<file path="config.mk">
export PLATFORM = sky130hd
export DESIGN_NAME = uart_tx_arbiter
export DESIGN_NICKNAME = d
export VERILOG_FILES = /design/src/rtl/uart_arb_defs.sv /design/src/rtl/rr_pick.sv /design/src/rtl/uart_tx_arbiter.sv
export SDC_FILE = /design/constraint.sdc
export NUM_CORES = 1
export LEC_CHECK = 0
export ABC_AREA = 1
export ABC_CLOCK_PERIOD_IN_PS = 1770
export CAP_MARGIN = 20
export CORE_ASPECT_RATIO = 1.2
export CORE_MARGIN = 3
export CORE_UTILIZATION = 40
export CTS_CLUSTER_DIAMETER = 100
export DETAILED_ROUTE_END_ITERATION = 8
export PLACE_DENSITY_LB_ADDON = 0.12
export SETUP_SLACK_MARGIN = 0.1
export SLEW_MARGIN = 15
export SYNTH_ARGS = -nofsm -noshare
export SYNTH_HDL_FRONTEND = slang
export SYNTH_SLANG_ARGS = --single-unit
</file>
<file path="constraint.sdc">
create_clock -name clk -period 1.77 [get_ports clk]
set_input_delay 0.354 -clock clk [delete_from_list [all_inputs] [get_ports clk]]
set_output_delay 0.354 -clock clk [all_outputs]
set_load 0.005 [all_outputs]
</file>
<file path="src/rtl/uart_arb_defs.sv">
// Shared constants for the UART transmit arbiter: FSM state codes,
// default sizing and a width helper usable in parameter expressions.
package uart_arb_defs;

  localparam logic [1:0] ST_ARB       = 2'd0;
  localparam logic [1:0] ST_SEND      = 2'd1;
  localparam logic [1:0] ST_WAIT_ACK  = 2'd2;
  localparam logic [1:0] ST_WAIT_DONE = 2'd3;

  localparam int DEFAULT_NREQ      = 4;
  localparam int DEFAULT_MAX_BURST = 16;

  // Bits needed to hold values 0..value-1 (minimum 1).
  function automatic int clog2(input int value);
    int result;
    result = 1;
    for (int i = 1; i < 31; i++) begin
      if ((1 << i) < value) result = i + 1;
    end
    return result;
  endfunction

endpackage

</file>
<file path="src/rtl/rr_pick.sv">
// Combinational round-robin picker: the first set request bit at or after
// ptr (wrapping) is returned one-hot, together with an any-request flag.
module rr_pick #(
  parameter int N  = 4,
  parameter int PW = 2
) (
  input  logic [N-1:0]  req,
  input  logic [PW-1:0] ptr,
  output logic [N-1:0]  gnt,
  output logic          any_valid
);

  logic [2*N-1:0] rot_wide;
  logic [N-1:0]   rot;
  logic [N-1:0]   rot_oh;
  logic [2*N-1:0] back_wide;

  // Rotate so ptr sits at bit 0, isolate the lowest set bit, rotate back.
  assign rot_wide  = {req, req} >> ptr;
  assign rot       = rot_wide[N-1:0];
  assign rot_oh    = rot & (~rot + N'(1));
  assign back_wide = {rot_oh, rot_oh} << ptr;
  assign gnt       = back_wide[2*N-1:N];
  assign any_valid = |req;

endmodule

</file>
<file path="src/rtl/uart_tx_arbiter.sv">
// Round-robin owner of the single UART transmitter; a winner keeps the UART
// until its last byte, MAX_BURST bytes, or its valid drops.
module uart_tx_arbiter
  import uart_arb_defs::*;
#(
  parameter int NREQ      = DEFAULT_NREQ,
  parameter int MAX_BURST = DEFAULT_MAX_BURST
) (
  input  logic              clk,
  input  logic              rst,
  input  logic [NREQ-1:0]   req_valid,
  input  logic [8*NREQ-1:0] req_data,
  input  logic [NREQ-1:0]   req_last,
  output logic [NREQ-1:0]   req_ready,
  output logic [NREQ-1:0]   grant,
  output logic [7:0]        tx_data,
  output logic              tx_wr,
  input  logic              tx_busy
);

  localparam int PTR_W = clog2(NREQ);
  localparam int BC_W  = clog2(MAX_BURST + 1);
  localparam logic [BC_W-1:0]  BURST_LIMIT = BC_W'(MAX_BURST);
  localparam logic [PTR_W-1:0] LAST_IDX    = PTR_W'(NREQ - 1);

  logic [1:0]       state_reg;
  logic [NREQ-1:0]  grant_reg;
  logic [PTR_W-1:0] rr_ptr_reg;
  logic [BC_W-1:0]  burst_cnt_reg;
  logic             last_q_reg;
  logic [7:0]       tx_data_reg;
  logic             tx_wr_reg;

  logic [NREQ-1:0]  pick_gnt;
  logic             any_valid;
  logic             granted_valid;
  logic             granted_last;
  logic [7:0]       granted_data;
  logic [PTR_W-1:0] grant_idx;
  logic [PTR_W-1:0] rr_ptr_next;
  logic [7:0]       lane_data [NREQ];

  rr_pick #(
    .N  (NREQ),
    .PW (PTR_W)
  ) u_rr_pick (
    .req       (req_valid),
    .ptr       (rr_ptr_reg),
    .gnt       (pick_gnt),
    .any_valid (any_valid)
  );

  generate
    for (genvar gi = 0; gi < NREQ; gi++) begin : g_lane
      assign lane_data[gi] = grant_reg[gi] ? req_data[8*gi +: 8] : 8'h00;
    end
  endgenerate

  always_comb begin
    granted_data = 8'h00;
    grant_idx    = '0;
    for (int i = 0; i < NREQ; i++) begin
      granted_data = granted_data | lane_data[i];
      if (grant_reg[i]) grant_idx = PTR_W'(i);
    end
  end

  assign granted_valid = |(req_valid & grant_reg);
  assign granted_last  = |(req_last & grant_reg);
  assign rr_ptr_next   = (grant_idx == LAST_IDX) ? '0 : grant_idx + PTR_W'(1);

  assign req_ready = (state_reg == ST_SEND) ? grant_reg : '0;
  assign grant     = grant_reg;
  assign tx_data   = tx_data_reg;
  assign tx_wr     = tx_wr_reg;

  always_ff @(posedge clk) begin
    if (rst) begin
      state_reg     <= ST_ARB;
      grant_reg     <= '0;
      rr_ptr_reg    <= '0;
      burst_cnt_reg <= '0;
      last_q_reg    <= 1'b0;
      tx_data_reg   <= 8'h00;
      tx_wr_reg     <= 1'b0;
    end else begin
      tx_wr_reg <= 1'b0;
      case (state_reg)
        ST_ARB: begin
          // A UART still busy (e.g. after a reset mid-byte) blocks any new grant.
          if (any_valid && !tx_busy) begin
            grant_reg     <= pick_gnt;
            burst_cnt_reg <= '0;
            state_reg     <= ST_SEND;
          end
        end
        ST_SEND: begin
          if (granted_valid) begin
            tx_data_reg   <= granted_data;
            last_q_reg    <= granted_last;
            burst_cnt_reg <= burst_cnt_reg + BC_W'(1);
            tx_wr_reg     <= 1'b1;
            state_reg     <= ST_WAIT_ACK;
          end else begin
            grant_reg  <= '0;
            rr_ptr_reg <= rr_ptr_next;
            state_reg  <= ST_ARB;
          end
        end
        ST_WAIT_ACK: begin
          // tx_busy only rises one cycle after the strobe, so it is not looked at here.
          state_reg <= ST_WAIT_DONE;
        end
        ST_WAIT_DONE: begin
          if (!tx_busy) begin
            if (last_q_reg || burst_cnt_reg == BURST_LIMIT || !granted_valid) begin
              grant_reg  <= '0;
              rr_ptr_reg <= rr_ptr_next;
              state_reg  <= ST_ARB;
            end else begin
              state_reg <= ST_SEND;
            end
          end
        end
        default: state_reg <= ST_ARB;
      endcase
    end
  end

endmodule

</file>
* Word level (Yosys, flattened, before mapping) *
Cells that the tools add are included.

storage, ports and cells
  bits in registers = 23
  input port bits = 43
  output and inout port bits = 17
  word-level logic and storage cells = 75

cells by class
  add/subtract/negate cells = 3
  eq/ne operators = 10
  shift-type cells = 2
  muxes and demuxes = 27
  bitwise gates (word level) = 8
  reductions and logical operators = 18

operator list
  operator               count
  $mux W8                4
  $or A8 B8 Y8           3
  $mux W4                5
  $mux W2                9
  $and A4 B4 Y4          3
  $pmux W4 S3            1
  $reduce_or A4 Y1       3
  $mux W5                2
  $ne A2 B2 Y1 const B   5
  $pmux W5 S2            1
  $pmux W2 S4            1
  $shl A8 B2 Y8          1
  $shr A8 B2 Y4          1
  $eq A2 B2 Y1 const B   3
  $add A5 B1 Y5 const B  1
  $eq A5 B5 Y1 const B   1
  $reduce_and A5 Y1      1
  $add A4 B1 Y4 const B  1
  $not A4 Y4             1
  $pmux W2 S2            1
  $reduce_and A2 Y1      2
  $reduce_and A4 Y1      1
  $reduce_bool A2 Y1     2
  $mux W1                3
  other kinds (10)       12

* Longest topological paths before layout *
Gate-level depths: netlist (run 1).

  depth after elaboration = 8
  depth in mapped cells = 12
  depth with buffers taken out = 11

* By module *
A second synthesis (run 1) with hierarchy kept.

unflattened totals
  cell total of the unflattened synthesis = 241
  area, all modules = 1595.3 um^2

modules (own cells, without submodules)
  module           instances  cells an instance  area an instance (um^2)  sequential area each (um^2)
  uart_tx_arbiter  1          188                1303.8                   460.4
  rr_pick          1          53                 291.5                    0.0

* Worst setup path before layout (run 1) *
OpenSTA, ideal clock, no wires.

  kind = register to register
  from = register burst_cnt_reg[0]
  to = register grant_reg[1], in the netlist grant[1]
  library setup time = 0.067 ns
  arrival = 1.214 ns
  required time = 1.703 ns
  setup slack = 0.489 ns
  stages on the path, launching flop included = 10
  buffers on the path = 0
  period minus slack after synthesis = 1.281 ns
  cells stage by stage = dfxtp_1 -> inv_1 -> ha_1 -> a31oi_1 -> nand2_1 -> nand2_1 -> nand2_1 -> nand3_1 -> nand2_1 -> a21oi_2

on the way
  longest elaborated chain between the ends = 5

RTL lines
  what                                RTL line                source
  from (decl)                         uart_tx_arbiter.sv:29   logic [BC_W-1:0] burst_cnt_reg;
  from (signal assigned)              uart_tx_arbiter.sv:101  burst_cnt_reg <= burst_cnt_reg + BC_W'(1);
  $eq A5 B5 Y1                        uart_tx_arbiter.sv:116  if (last_q_reg || burst_cnt_reg == BURST_LIMIT || !granted_valid) begin
  $logic_or A1 B1 Y1 (2 in series)    uart_tx_arbiter.sv:116
  $ne A2 B2 Y1 (no source line)       --
  $reduce_and A5 Y1 (no source line)  --
  to (signal assigned)                uart_tx_arbiter.sv:92   grant_reg <= pick_gnt;
  to (decl)                           uart_tx_arbiter.sv:27   logic [NREQ-1:0] grant_reg;

Every way passes these cells.
A chain may end at the register's enable or synchronous reset.

* Final worst setup path (run 1) *
  from = register grant_reg[2], in the netlist grant[2]
  to = output grant[2]

RTL lines
  what       RTL line               source
  to (decl)  uart_tx_arbiter.sv:15  output logic [NREQ-1:0] grant,

No word-level cell between the ends.

==> results of run 1 <==
-- final cells by class --
| type | instances | area (sq um) | share of cell area [%] |
|---|---|---|---|
| timing repair buffer | 83 | 763 | 34.1 |
| sequential | 23 | 470 | 21.0 |
| multi-input combinational | 148 | 842 | 37.6 |
| tap | 37 | 46.3 | 2.07 |
| inverter | 18 | 72.6 | 3.24 |
| clock buffer | 4 | 45.0 | 2.01 |
-- Yosys cell counts (all sizes together) --
library cell,n,area share (%)
inv,18,5.1
a31oi,1,0.44
buf,4,2.3
xor2,3,1.8
a22o,9,5.5
dfxtp,23,32
o21ai,13,4.6
nand2,45,14
nand4,5,2.2
clkbuf,6,1.6
nor2,15,4.5
ha,2,1.8
a221oi,9,5.5
nand3,23,9.8
a21oi,23,8.6
-- worst register-to-register path, stage by stage, from the launching register on --
cell     delay, ns
dfxtp_2       0.32
inv_1         0.07
nor2_2        0.05
buf_4         0.12
buf_4         0.12
buf_4         0.12
nand2_1       0.07
inv_1         0.05
nor2_1        0.15
nand3_1       0.18
nand2_1       0.12
a21oi_1       0.07
-- layout by cell type (no fill, tap or decap), drive strengths merged, types with 9 or more instances in the layout --
master / n
a21oi: 23
buf: 24
clkdlybuf4s50: 53
nor2: 15
nand3: 23
dfxtp: 23
nand2: 45
a22o: 9
a221oi: 9
o21ai: 13
inv: 18
-- what timing repair did --
action | CTS | global route
buffers inserted | 5 | 2
pin swaps | 1 | 1
resized for setup | 9 | 13
endpoints found under the setup margin | 5 | 14
-- power by group through the flow --
stage	Clock (mW)	Sequential, mW	Combinational (mW)
CTS	0.334	0.677	1.05
global route	0.363	0.685	1.19
floorplan	0	0.639	0.663
finish	0.328	0.676	1.08
detailed placement	0	0.688	1.01
global placement	0	0.687	0.999
-- routing by layer --
layer | global-route usage, % | routed length (um)
met1 | 25.7 | 1910
met2 | 35.8 | 2170
met3 | 2.34 | 215
met4 | 8.19 | 103
met5 | 0 | 0
-- logic make-up after synthesis --
family,Yosys count
AOI/OAI and AO/OA,55
DFF,23
and+or+nand+nor,88
adders and majority gates,2
buffers and inverters,28
xor gates and xnor gates,3
-- worst min path at each step --
stage                       endpoint
global route                register
global placement    burst_cnt_reg[0]
floorplan           burst_cnt_reg[0]
finish                      register
detailed placement  burst_cnt_reg[4]
CTS                 burst_cnt_reg[4]
-- per-stage QoR --
step                TNS (ns)  util (%)  setup WS, ns  power, mW
floorplan                  0         -         0.489       1.30
global placement      -0.271      63.4       -0.0612       1.69
detailed placement    -0.382      63.4       -0.0774       1.70
CTS                        0      65.9         0.102       2.06
global route               0      66.5        0.0945       2.24
finish                     0      66.5         0.149       2.09
==> impl_metrics.tcl, run 1 <==
set metrics [dict create \
    status "finished, final reports clean" \
    rrSetupSlack_ns 0.23 \
    design_area_sq_um 2240 \
    whs_path_depth 2 \
    p_clk_share_pct 15.7 \
    start_util_pct 42.3 \
    swShare_pct 38.5 \
    r2r-end "grant[0]" \
    path_cells "buf_4 -> clkdlybuf4s50_1" \
    cts_tree "built" \
    grt_pass1_wl_mm 6.98 \
    ys_seq_area_share_pct 32.3 \
    synth-simple-area-share_pct 30.5 \
    max-cap-violations 0 \
    synthXorXnorAreaFrac_pct 1.84 \
    htreeDepth 1 \
    synth_compound_area_share_pct 24.7 \
    rows 23 \
    cts.path.max_buffers 2 \
    vias 1666 \
    cp-start-kind "register" \
    reg2regPathDepth 11 \
    port_buffers 59 \
    muxShareOfSynthArea_pct 0 \
    postSynthCellCount 199 \
    worstSkewPairLatency_ns 0.26 \
    yosysWarnings 0 \
    dieArea_sq_um 4320 \
    cts_root_buf "clkbuf_8" \
    endpoint "grant[2]" \
    grt_max_degree 21 \
    syn_area_sq_um 1430 \
    post-route-period-util_pct 91.6 \
    fillCellCount 294 \
    fin_cells 313 \
    numCtsBuffers 3 \
    area_delta_synth_final_pct 57.2 \
    critPathCaptureType "primary output" \
    r2r-start "state_reg[0]" \
    setup_viol 0 \
    period_needed_ns 1.62 \
    dp_hpwl_mm 3.41 \
    cp-startpoint "grant[2]" \
    synthAdderAreaFrac_pct 1.76 \
    ys_ff_latch 23 \
    nets 322 \
    post_drt_wl_per_cell_um 14.0 \
    place_inst 302 \
    switchingPower_uw 804 \
    p_leak_nw 0.959 \
    holdWs_ns 0.517 \
    crit_buf_inv 2 \
    p_int_mw 1.28 \
    die_w_um 60.5 \
    min_path_type "reg2reg" \
    rsz0062_at_grt "true" \
    synth_nets 244 \
    cts.clk_slew.worst_paths_ns 0.08 \
    largest_register_ffs 8 \
    maxSlewHeadroom_pct 73.0 \
    cp_data_required_time_ns 1.42 \
    ys_types 23 \
    power_frac_comb_pct 51.8 \
    skew_ns 0.00220 \
    dieHeight_um 71.4 \
    drcViolationCount 0 \
    crit_slowest_cell "clkdlybuf4s50_1" \
    drive_gt1_share_pct 20.3 \
    drtIter0Drc 45 \
    grt_pass1_vias 1545 \
    slew_violations 0 \
    holdBufCountCts 0 \
    core_sq_um 3370 \
    power_density_nw_per_um2 931 \
    diodes 0 \
    critical_path_class "reg2out" \
    seq_power_share_pct 32.4 \
    antenna_found_initial 0 \
    crit_cells 2 \
    post_dp_cell_area_sq_um 2130 \
    io_pins 60 \
    worstMarginPinSlew_ns 0.404 \
    max_freq_ghz 0.617 \
    syn_avg_cell_area_sq_um 7.16 \
    dr.pass1.iters 4 \
    max_stage_delay_ns 0.50 \
    cts_sinks 23 \
    postRouteAntennaNets 0 \
    cp_max_fo 6 \
    gp_congestion 0.863 \
    hold_viol_final 0 \
    synth_top_family_by_area "simple AND/OR/NAND/NOR gates" \
    grt_usage_pct 20.7 \
    vdd_drop_max_mv 0.694 \
    grt_overflow 0 \
    postRouteWirelength_mm 4.40 \
    critPathTopFamily "buffers and inverters" \
    cp.arrival_ns 1.27 \
    via_per_inst 5.32 \
]
Note: power is estimated with default switching activity, not from simulation.
==> inputs of run 2 (changes only) <==
- ABC_CLOCK_PERIOD_IN_PS: 1770 -> 1600
- clock period: 1.77 -> 1.6 ns (I/O delays scaled with it)
==> run 2 against run 1 <==
Worst setup slack got worse by 0.010 ns. Combinational power increased by 16%. First-iteration DRC count increased by 53%. Design area increased by 2.8%. Cell count increased by 0.64%. Clock power increased by 13%. Global-route usage increased by 0.16 points. Highest routed layer unchanged.
==> impl_metrics.tcl, run 2 (synthesis gave the netlist of run 1 again) <==
set metrics [dict create \
    status "finished, final reports clean" \
    cts_root_buf "clkbuf_8" \
    post_drt_wl_per_cell_um 15.0 \
    p_int_mw 1.45 \
    vdd_drop_max_mv 0.892 \
    grt_usage_pct 20.9 \
    grt_max_degree 21 \
    power_frac_comb_pct 52.7 \
    area_delta_synth_final_pct 61.5 \
    cp-start-kind "register" \
    start_util_pct 42.3 \
    diodes 0 \
    p_clk_share_pct 15.5 \
    maxSlewHeadroom_pct 75.0 \
    worstMarginPinSlew_ns 0.374 \
    skew_ns 0.00430 \
    cp_data_required_time_ns 1.28 \
    cts.path.max_buffers 2 \
    htreeDepth 1 \
    port_buffers 59 \
    design_area_sq_um 2300 \
    critPathCaptureType "primary output" \
    postRouteAntennaNets 0 \
    rsz0062_at_grt "true" \
    worstSkewPairLatency_ns 0.26 \
    hold_viol_final 0 \
    grt_pass1_vias 1510 \
    cts_sinks 23 \
    dr.pass1.iters 4 \
    vias 1708 \
    grt_pass1_wl_mm 7.00 \
    final_common_cell "clkdlybuf4s50_1" \
    dp_hpwl_mm 3.38 \
    fin_cells 315 \
    p_leak_nw 1.00 \
    antenna_found_initial 0 \
    seq_power_share_pct 31.8 \
    period_needed_ns 1.46 \
    rows 23 \
    swShare_pct 39.3 \
    cp_max_fo 4 \
    slew_violations 0 \
    drtIter0Drc 69 \
    drive_gt1_share_pct 26.3 \
    nets 324 \
    gp_congestion 0.861 \
    drcViolationCount 0 \
    numCtsBuffers 3 \
    postRouteWirelength_mm 4.73 \
    max_freq_ghz 0.684 \
    largest_register_ffs 8 \
    place_inst 303 \
    layout_common_cells "48 x clkdlybuf4s50_1, 34 x nand2_1, 24 x buf_4" \
    core_sq_um 3370 \
    switchingPower_uw 934 \
    setup_viol 0 \
    die_w_um 60.5 \
    via_per_inst 5.42 \
    post-route-period-util_pct 91.4 \
    cts_tree "built" \
    max-cap-violations 0 \
    critical_path_class "reg2out" \
    grt_overflow 0 \
    min_path_type "reg2reg" \
    power_density_nw_per_um2 1030 \
    dieArea_sq_um 4320 \
    post_dp_cell_area_sq_um 2140 \
    cts.clk_slew.worst_paths_ns 0.09 \
    cp.arrival_ns 1.14 \
    dieHeight_um 71.4 \
    io_pins 60 \
]
## run 2: changes by cell type in the layout (fill, tap and decap cells not counted), sizes merged
cell and delta:
clkbuf -1, clkdlybuf4s50 -5, dlygate4sd2 +3, clkinvlp +1, buf +4
## run 2: layout make-up
cell class | count | area, sq um
Fill cell | 281 | 1060
Sequential cell | 23 | 484
Timing Repair Buffer | 85 | 772
Tap cell | 37 | 46.3
Clock buffer | 3 | 41.3
Multi-Input combinational cell | 148 | 876
Clock inverter | 1 | 7.51
Inverter | 18 | 75.1
## run 2: repair_timing
action / 4_1_cts / 5_1_grt
setup endpoints to repair: 17 / 25
hold buffers: 0 / 0
buffers inserted: 5 / 3
hold endpoints to repair: 0 / 0
gates cloned: 0 / 0
pin swaps: 2 / 5
gates resized for setup: 28 / 27
## run 2: metrics by stage
step                power [mW]  setup slack (ns)  utilization (%)  hold slack (ns)  TNS (ns)
global route              2.54            0.0528             68.4            0.484         0
finish                    2.38             0.138             68.4            0.459         0
floorplan                 1.44             0.319                -            0.454         0
global placement          1.88            -0.187             63.6            0.483     -2.67
CTS                       2.29            0.0760             66.2            0.456         0
detailed placement        1.88            -0.201             63.6            0.490     -3.21
## run 2: power by group through the flow
stage | Clock (mW) | Sequential (mW) | Combinational, mW
after floorplan | 0 | 0.707 | 0.733
after global placement | 0 | 0.759 | 1.12
after detailed placement | 0 | 0.758 | 1.12
after CTS | 0.366 | 0.752 | 1.17
after global routing | 0.401 | 0.765 | 1.37
final | 0.369 | 0.757 | 1.25
## run 2: worst max-delay path: stages, from the launching register on
cell and delay [ns]:
dfxtp_2 0.34, inv_2 0.05, nor2_4 0.12, inv_4 0.06
buf_4 0.13, nor2_1 0.07, buf_2 0.11
## run 2: metal layers
metal,wire [um],up-vias,share of wire (%),global-route usage (%)
met5,0,-,0,0
met4,127,0,2.7,6.51
met3,200,12,4.2,2.34
met2,2410,59,51,35.6
met1,1990,789,42,27.2
li1,-,848,-,-
## run 2: path summary, 6_finish.rpt
path	start	endpoint	slack [ns]	depth (start not counted)
setup / recovery	state_reg[0]	req_ready[1]	0.14	6
hold / removal	burst_cnt_reg[0]	burst_cnt_reg[0]	0.46	1
setup reg to reg	burst_cnt_reg[0]	grant[2]	0.18	9
hold reg to reg	burst_cnt_reg[0]	burst_cnt_reg[0]	0.46	1
